### src/rtl/parking_payment_if.sv
// Signal bundle between the parking meter payment front end and its surroundings
// (buttons, coin acceptor and the countdown timer feedback).
interface parking_payment_if;
    logic       coin_small;
    logic       coin_large;
    logic       start_btn;
    logic       cancel_btn;
    logic [7:0] time_out;
    logic [7:0] time_in;
    logic       enable;
    logic       expired;
    logic       coin_reject;
    logic [1:0] state_dbg;

    modport slave (
        input  coin_small, coin_large, start_btn, cancel_btn, time_out,
        output time_in, enable, expired, coin_reject, state_dbg
    );

    modport master (
        output coin_small, coin_large, start_btn, cancel_btn, time_out,
        input  time_in, enable, expired, coin_reject, state_dbg
    );
endinterface

### src/rtl/parking_payment_ctrl.sv
// Parking meter payment front end: turns coin/button presses into a saturating credit
// that loads the countdown timer. Define PAY_SYNC_EN to add 2-flop input synchronizers.
module parking_payment_ctrl #(
    parameter int unsigned SMALL_VALUE = 15,
    parameter int unsigned LARGE_VALUE = 60,
    parameter int unsigned MAX_TIME    = 255
) (
    input  logic             clk,
    input  logic             reset_n,
    parking_payment_if.slave pay
);

    typedef enum logic [1:0] {
        IDLE    = 2'd0,
        COLLECT = 2'd1,
        RUN     = 2'd2,
        EXPIRED = 2'd3
    } state_t;

    state_t     state_r, state_s;
    logic [7:0] credit_r, credit_s;
    logic       enable_r, enable_s;
    logic       expired_r, expired_s;
    logic       reject_r, reject_s;
    logic [3:0] raw_s, in_s, in_q_r, edge_s;
    logic       e_small_s, e_large_s, e_start_s, e_cancel_s, coin_edge_s;

    assign raw_s = {pay.cancel_btn, pay.start_btn, pay.coin_large, pay.coin_small};

`ifdef PAY_SYNC_EN
    logic [3:0] sync1_r, sync2_r;

    // Two-flop synchronizer for the raw button/coin levels.
    always_ff @(posedge clk or negedge reset_n) begin
        if (!reset_n) begin
            sync1_r <= 4'b0000;
            sync2_r <= 4'b0000;
        end else begin
            sync1_r <= raw_s;
            sync2_r <= sync1_r;
        end
    end
    assign in_s = sync2_r;
`else
    assign in_s = raw_s;
`endif

    assign edge_s      = in_s & ~in_q_r;
    assign e_small_s   = edge_s[0];
    assign e_large_s   = edge_s[1];
    assign e_start_s   = edge_s[2];
    assign e_cancel_s  = edge_s[3];
    assign coin_edge_s = e_small_s | e_large_s;

    function automatic logic [7:0] sat_add(input logic [7:0] base,
                                           input logic       add_small,
                                           input logic       add_large);
        logic [9:0] sum;
        sum = {2'b00, base}
            + (add_small ? 10'(SMALL_VALUE) : 10'd0)
            + (add_large ? 10'(LARGE_VALUE) : 10'd0);
        if (sum > 10'(MAX_TIME)) begin
            sat_add = 8'(MAX_TIME);
        end else begin
            sat_add = sum[7:0];
        end
    endfunction

    // Next-state, next-credit and next-output decode.
    always_comb begin
        state_s  = state_r;
        credit_s = credit_r;
        reject_s = 1'b0;
        case (state_r)
            IDLE: begin
                if (coin_edge_s) begin
                    credit_s = sat_add(credit_r, e_small_s, e_large_s);
                    state_s  = COLLECT;
                end else begin
                    state_s  = IDLE;
                end
            end
            COLLECT: begin
                // Start only once the timer has mirrored the final credit.
                if (e_cancel_s) begin
                    credit_s = 8'd0;
                    state_s  = IDLE;
                end else if (coin_edge_s) begin
                    credit_s = sat_add(credit_r, e_small_s, e_large_s);
                end else if (e_start_s && (pay.time_out == credit_r)) begin
                    state_s  = RUN;
                end else begin
                    state_s  = COLLECT;
                end
            end
            RUN: begin
                reject_s = coin_edge_s;
                if (pay.time_out == 8'd0) begin
                    state_s = EXPIRED;
                end else begin
                    state_s = RUN;
                end
            end
            EXPIRED: begin
                if (coin_edge_s) begin
                    credit_s = sat_add(8'd0, e_small_s, e_large_s);
                    state_s  = COLLECT;
                end else if (e_cancel_s) begin
                    credit_s = 8'd0;
                    state_s  = IDLE;
                end else begin
                    state_s  = EXPIRED;
                end
            end
            default: begin
                credit_s = 8'd0;
                state_s  = IDLE;
            end
        endcase
        enable_s  = (state_s == RUN) || (state_s == EXPIRED);
        expired_s = (state_s == EXPIRED);
    end

    // State, credit, edge history and registered outputs.
    always_ff @(posedge clk or negedge reset_n) begin
        if (!reset_n) begin
            state_r   <= IDLE;
            credit_r  <= 8'd0;
            enable_r  <= 1'b0;
            expired_r <= 1'b0;
            reject_r  <= 1'b0;
            in_q_r    <= 4'b0000;
        end else begin
            state_r   <= state_s;
            credit_r  <= credit_s;
            enable_r  <= enable_s;
            expired_r <= expired_s;
            reject_r  <= reject_s;
            in_q_r    <= in_s;
        end
    end

    assign pay.time_in     = credit_r;
    assign pay.enable      = enable_r;
    assign pay.expired     = expired_r;
    assign pay.coin_reject = reject_r;
    assign pay.state_dbg   = state_r;

endmodule

### src/flat_wrapper.sv
// flat-port wrapper written by rule: the top's interface ports become plain ports
module parking_payment_ctrl_flat 
#(
    parameter int unsigned SMALL_VALUE = 15,
    parameter int unsigned LARGE_VALUE = 60,
    parameter int unsigned MAX_TIME    = 255
)
  (clk, reset_n, pay_coin_small, pay_coin_large, pay_start_btn, pay_cancel_btn, pay_time_out, pay_time_in, pay_enable, pay_expired, pay_coin_reject, pay_state_dbg);
  parking_payment_if pay_i ();
  input  logic clk;
  input  logic reset_n;
  input wire logic [$bits(pay_i.coin_small)-1:0] pay_coin_small;
  input wire logic [$bits(pay_i.coin_large)-1:0] pay_coin_large;
  input wire logic [$bits(pay_i.start_btn)-1:0] pay_start_btn;
  input wire logic [$bits(pay_i.cancel_btn)-1:0] pay_cancel_btn;
  input wire logic [$bits(pay_i.time_out)-1:0] pay_time_out;
  output wire logic [$bits(pay_i.time_in)-1:0] pay_time_in;
  output wire logic [$bits(pay_i.enable)-1:0] pay_enable;
  output wire logic [$bits(pay_i.expired)-1:0] pay_expired;
  output wire logic [$bits(pay_i.coin_reject)-1:0] pay_coin_reject;
  output wire logic [$bits(pay_i.state_dbg)-1:0] pay_state_dbg;
  assign pay_i.coin_small = pay_coin_small;
  assign pay_i.coin_large = pay_coin_large;
  assign pay_i.start_btn = pay_start_btn;
  assign pay_i.cancel_btn = pay_cancel_btn;
  assign pay_i.time_out = pay_time_out;
  assign pay_time_in = pay_i.time_in;
  assign pay_enable = pay_i.enable;
  assign pay_expired = pay_i.expired;
  assign pay_coin_reject = pay_i.coin_reject;
  assign pay_state_dbg = pay_i.state_dbg;
  parking_payment_ctrl #(.SMALL_VALUE(SMALL_VALUE), .LARGE_VALUE(LARGE_VALUE), .MAX_TIME(MAX_TIME)) u_core (.clk(clk), .reset_n(reset_n), .pay(pay_i));
endmodule
### config.mk
export PLATFORM = sky130hd
export DESIGN_NAME = parking_payment_ctrl_flat
export DESIGN_NICKNAME = d
export VERILOG_FILES = /design/src/rtl/parking_payment_if.sv /design/src/rtl/parking_payment_ctrl.sv /design/src/flat_wrapper.sv
export SDC_FILE = /design/constraint.sdc
export NUM_CORES = 1
export LEC_CHECK = 0
export CORE_ASPECT_RATIO = 1.75
export CORE_MARGIN = 2
export CORE_UTILIZATION = 40
export DETAILED_ROUTE_END_ITERATION = 12
export PLACE_DENSITY = 0.72
export SLEW_MARGIN = 20
export SYNTH_ARGS = -nofsm -noshare
export SYNTH_HDL_FRONTEND = slang
export SYNTH_SLANG_ARGS = --single-unit
### constraint.sdc
create_clock -name clk -period 3.35 [get_ports clk]
set_input_delay 1.005 -clock clk [delete_from_list [all_inputs] [get_ports clk]]
set_output_delay 1.005 -clock clk [all_outputs]
set_load 0.05 [all_outputs]
# == After elaboration in Yosys (flattened, before gate mapping) ==
# Cells that the tools add are included.
# op_classes
n_addsub,3
n_lt_le_gt_ge,2
n_eq_ne,7
n_mux,18
bitwise_logic,3
n_reduce_logical,6
# op_table
cell,count
$mux 8,6
$pmux 8 s3,1
$add 10x10->10,2
$gt 10x8->1 const B,2
$add 8x10->10,1
$mux 2,5
$eq 2x2->1 const B,4
$eq 8x8->1,1
$logic_not 8->1,1
$pmux 2 s4,1
$mux 6,1
$and 4x4->4,1
$mux 4,1
$not 4->4,1
$mux 1,3
$ne 3x1->1 const B,1
$reduce_bool 3->1,1
$eq 2x1->1 const B,1
$logic_not 2->1,1
$reduce_and 2->1,1
$logic_and 1x1->1,1
$logic_or 1x1->1,1
$or 1x1->1,1
# totals
ff_bits,17
in_bits,14
out_inout_bits,13
wordCells,45

# == Logic depth before layout (Yosys ltp) ==
# depth
ltp_word,10
mapped_depth,10
ltp_nobuf,10

# == Least setup slack after synthesis ==
# Ideal clock, no wire load.
# synth_path
path_kind,input port to flip-flop
startpoint,input port pay_coin_small
endpoint,"register u_core.credit_r[6], in the netlist u_core.pay.time_in[6]"
setup_ps,126
arrival_ps,3148
required_time_ps,3224
setup_slack_ps,76
stages,10
path_buffers,0
cell_sequence,nand2b_1 > ha_1 > ha_1 > or2_2 > ha_1 > o211ai_1 > o21ai_1 > xor2_1 > mux2_2 > o311a_1
# synth_between
elab_chain_cells,9
elab_cells_between_ends,16
cone_classes,add/sub (3); order compare (2); eq/ne (1); mux (7); bitwise (2); reduce/logical (1)
# synth_lines
item,line,rtl
"start, declared",flat_wrapper.sv:12,input wire logic [$bits(pay_i.coin_small)-1:0] pay_coin_small;
$and 4x4->4 (*),parking_payment_ctrl.sv:48,assign edge_s = in_s & ~in_q_r;
$mux 4,parking_payment_ctrl.sv:60,+ (add_small ? 10'(SMALL_VALUE) : 10'd0)
$add 8x10->10,parking_payment_ctrl.sv:60,
$add 10x10->10,parking_payment_ctrl.sv:61,+ (add_large ? 10'(LARGE_VALUE) : 10'd0);
$gt 10x8->1,parking_payment_ctrl.sv:62,if (sum > 10'(MAX_TIME)) begin
$mux 8,parking_payment_ctrl.sv:62,
$mux 8,parking_payment_ctrl.sv:88,end else if (coin_edge_s) begin
$mux 8,parking_payment_ctrl.sv:85,if (e_cancel_s) begin
$pmux 8 s3,parking_payment_ctrl.sv:74,case (state_r)
"end signal, assigned",parking_payment_ctrl.sv:135,credit_r <= credit_s;
"end, declared",parking_payment_ctrl.sv:21,"logic [7:0] credit_r, credit_s;"
# Every way passes the cells marked *; elsewhere a longest branch is shown, timed or not.
# A chain may end at the register's enable or synchronous reset.

# == Worst setup path after layout ==
# layout_path
startpoint,input port pay_coin_small
endpoint,"register u_core.credit_r[7], in the netlist u_core.pay.time_in[7]"
# The elaborated chain is that of the path after synthesis.

==> flow_metrics.py <==
metrics = {
    "sta": {
        "hold_ws_ns": 0.656,
        "drv_slew": 0,
        "timing.final.hold_violations": 0,
        "setup_tns_ns": 0,
        "worst_pin_slew_ns": 0.758,
        "setup_ws_ns": 0.154,
        "rsz0062_at_grt": "no",
        "max_freq_ghz": 0.313,
        "period_minus_slack_ns": 3.20,
        "period_share": 0.954,
        "clock_skew_ns": 0.00155,
        "slew-limit-headroom": 0.493,
        "final-setup-viol-count": 0,
    },
    "pwr": {
        "clkPwrFrac": 0.118,
        "power.share.switching": 0.450,
        "p_sw_w": 0.000586,
        "seqPwrFrac": 0.261,
        "internal-power_w": 0.000715,
        "pwr_density_cell_nw_per_um2": 719,
        "pwr-share-comb": 0.621,
        "peakVddDrop_v": 0.000408,
        "leakage_nw": 0.824,
    },
    "worst_setup_path": {
        "rrSetupSlack_ns": 0.74,
        "startpoint_type": "input port",
        "cp_top_family": "compound AO/OA/AOI/OAI gates",
        "worstSetupPathType": "in2reg",
        "required_ns": 3.49,
        "rr_worst_depth": 10,
        "path_cells": "dlygate4sd2_1 -> nand2b_1 -> buf_6 -> inv_1 -> ha_1 -> ha_2 -> fa_2 -> a21o_1 -> a22o_1 -> o21ai_1 -> a211oi_1 -> o2bb2a_1",
        "timing.rr.end": "u_core.pay.time_in[0]",
        "crit_path_end_kind": "flop",
        "crit_slowest_cell": "fa_2",
        "crit_buf_inv": 3,
        "critPathMaxStageDelay_ns": 0.34,
        "cp_max_fo": 4,
        "r2r-start": "u_core.in_q_r[0]",
        "critical_path_arrival_ns": 3.33,
    },
    "drt": {
        "drt_iter0_markers": 20,
        "dr.pass1.iters": 5,
        "drc": 0,
        "via_per_inst": 5.43,
        "routed_wl_um": 3350,
        "detail-route-antenna-nets": 0,
        "routedWlPerCell_um": 15.8,
        "via_count": 1151,
    },
    "grt": {
        "grt_pass1_wl_um": 5350,
        "track_usage": 0.201,
        "grt_max_degree": 18,
        "globalRouteOverflowTotal": 0,
        "grt_pass1_vias": 1162,
        "antenna_found_initial": 0,
    },
    "worst_hold_path": {
        "hold_path_end": "u_core.pay.state_dbg[0]",
        "min_path_cells": 3,
        "min_from": "u_core.in_q_r[2]",
        "min-delay-path-class": "reg2reg",
    },
    "yosys": {
        "synth_cells": 131,
        "synth_seq_area_share": 0.329,
        "synth.distinct_cells": 43,
        "syn_area_sq_um": 1290,
        "syn_nets": 160,
        "synth_edf_count": 0,
        "async_flop_share": 1.00,
        "ys_ff_latch": 17,
        "synth.largest_area_cell": "dfrtp_1",
        "syn-mean-instance-area_sq_um": 9.86,
        "synth_top_area_frac": 0.329,
        "yosysWarnings": 0,
        "synth.area.top_cells": "dfrtp_1, ha_1, xor2_1",
        "synth_ff_type": "dfrtp_1",
    },
    "finish": {
        "syn2layout_area_growth_pct": 40.1,
        "mostFrequentLayoutCell": "clkdlybuf4s50_1",
        "fill_cells": 271,
        "drive_gt1_frac": 0.201,
        "seqCellArea_sq_um": 425,
        "nets": 199,
        "layout_common_cells": "clkdlybuf4s50_1, dfrtp_1, buf_4, ha_1, nand2_1",
        "multi_input_comb_area_sq_um": 911,
        "n_antenna_cell": 0,
    },
    "clocking": {
        "cts.clk_slew.worst_paths_ns": 0.07,
        "cts_tree": "built",
        "insertion_delay_ns": 0.25,
        "clockBufferDepth": 2,
        "cts.sinks": 17,
        "cts_buffers": 3,
        "root_buffer": "clkbuf_8",
        "ctsHoldBuffers": 0,
        "cts.htree.levels": 1,
    },
    "floorplan": {
        "die-area_sq_um": 3720,
        "ios": 27,
        "core_sq_um": 3110,
        "start_util": 0.415,
        "die_x_um": 47.0,
        "die_h_um": 79.2,
        "num_rows": 27,
    },
    "place": {
        "dp_hpwl_um": 2610,
        "io_buffers": 26,
        "preCtsSetupSlack_ns": -0.508,
        "gp_congestion": 0.785,
    },
    "run": {
        "max_cap_viol_count": 0,
    },
    "outcome": {
        "status": "completed",
    },
}
[registers in the layout (all words and copies together) (netlist names)]
register / flops
u_core.pay.time_in: 8
u_core.in_q_r: 4
u_core.pay.state_dbg: 2
u_core.pay.coin_reject: 1
u_core.pay.enable: 1
u_core.pay.expired: 1
[synth_stat cells (2+ instances only)]
library cell,count
o21ai_1,3
xor2_1,6
o21ai_0,5
nor3_1,2
and2_1,4
o21a_1,2
mux2_2,3
mux2i_1,3
nand4_1,2
a211oi_1,5
a21oi_1,5
inv_1,4
nand3_1,2
nand2_1,7
nand2b_1,2
xnor2_1,5
ha_1,14
a32o_2,2
clkbuf_1,3
dfrtp_1,17
a22oi_1,2
nor4_1,2
nor2_1,5
or2_2,2
nor2b_1,2
o22ai_1,4
a21o_1,2
[layer usage]
layer / GRT usage / up-vias / wire length [um] / share of wire
met2: 0.370 / 34 / 1890 / 0.56
met3: 0.0227 / 6 / 108 / 0.032
met5: 0 / - / 0 / 0
met1: 0.213 / 547 / 1280 / 0.38
met4: 0.0806 / 0 / 70 / 0.021
li1: - / 564 / - / -
[kinds of logic (layout without fill, tap and decap cells)]
logic type | count (synthesis) | count (layout) | synth area share
AO/OA/AOI/OAI | 39 | 39 | 0.216
XOR/XNOR | 11 | 11 | 0.0746
adder cells (fa/ha/maj) | 15 | 15 | 0.151
buffers and inverters | 10 | 48 | 0.0300
flip-flops | 17 | 17 | 0.329
multiplexers | 6 | 6 | 0.0494
AND/OR/NAND/NOR | 33 | 33 | 0.149
[cell type report]
| class | count | share of cell area |
|---|---|---|
| Multi-Input combinational cell | 104 | 0.503 |
| Sequential cell | 17 | 0.235 |
| Timing Repair Buffer | 38 | 0.194 |
| Tap cell | 43 | 0.0297 |
| Clock buffer | 4 | 0.0249 |
| Inverter | 6 | 0.0124 |
[worst reg2reg max path, stage by stage (launching register included)]
cell,delay [ns]
dfrtp_1,0.37
nand2b_1,0.20
ha_4,0.28
ha_4,0.15
or2_4,0.25
ha_4,0.24
o211ai_1,0.20
o21ai_2,0.11
o21a_1,0.27
a211oi_1,0.29
o22ai_1,0.12
[worst max-delay path by stage]
stage                        start                    end  slack [ns]  cells past startpoint
floorplan           pay_coin_small  u_core.pay.time_in[6]        0.08                     10
global placement    pay_coin_large  u_core.pay.time_in[6]       -0.46                     11
detailed placement  pay_coin_large  u_core.pay.time_in[6]       -0.51                     11
CTS                 pay_coin_small  u_core.pay.time_in[7]        0.15                     12
global route        pay_coin_small  u_core.pay.time_in[0]        0.03                     11
finish              pay_coin_small  u_core.pay.time_in[7]        0.15                     12
[power groups by stage]
stage,clock network (W),registers (W),logic [W]
6_report,0.000154,0.000340,0.000807
5_1_grt,0.000166,0.000350,0.000870
4_1_cts,0.000154,0.000337,0.000804
3_5_place_dp,0,0.000338,0.000718
3_3_place_gp,0,0.000338,0.000703
2_1_floorplan,0,0.000472,0.000350
[through the flow]
step | area (sq um) | total power (W) | util | std cells
after floorplan | 1290 | 0.000821 | - | 131
after global placement | 1660 | 0.00104 | 0.535 | 206
after detailed placement | 1660 | 0.00106 | 0.535 | 206
after CTS | 1810 | 0.00130 | 0.582 | 212
after global routing | 1810 | 0.00139 | 0.582 | 212
final | 1810 | 0.00130 | 0.582 | 212
[timing repair]
item                       CTS  global route
gates resized for setup     16             0
setup buffers                2             0
setup endpoints to repair    8             0
Power figures use the tool's default switching activity.
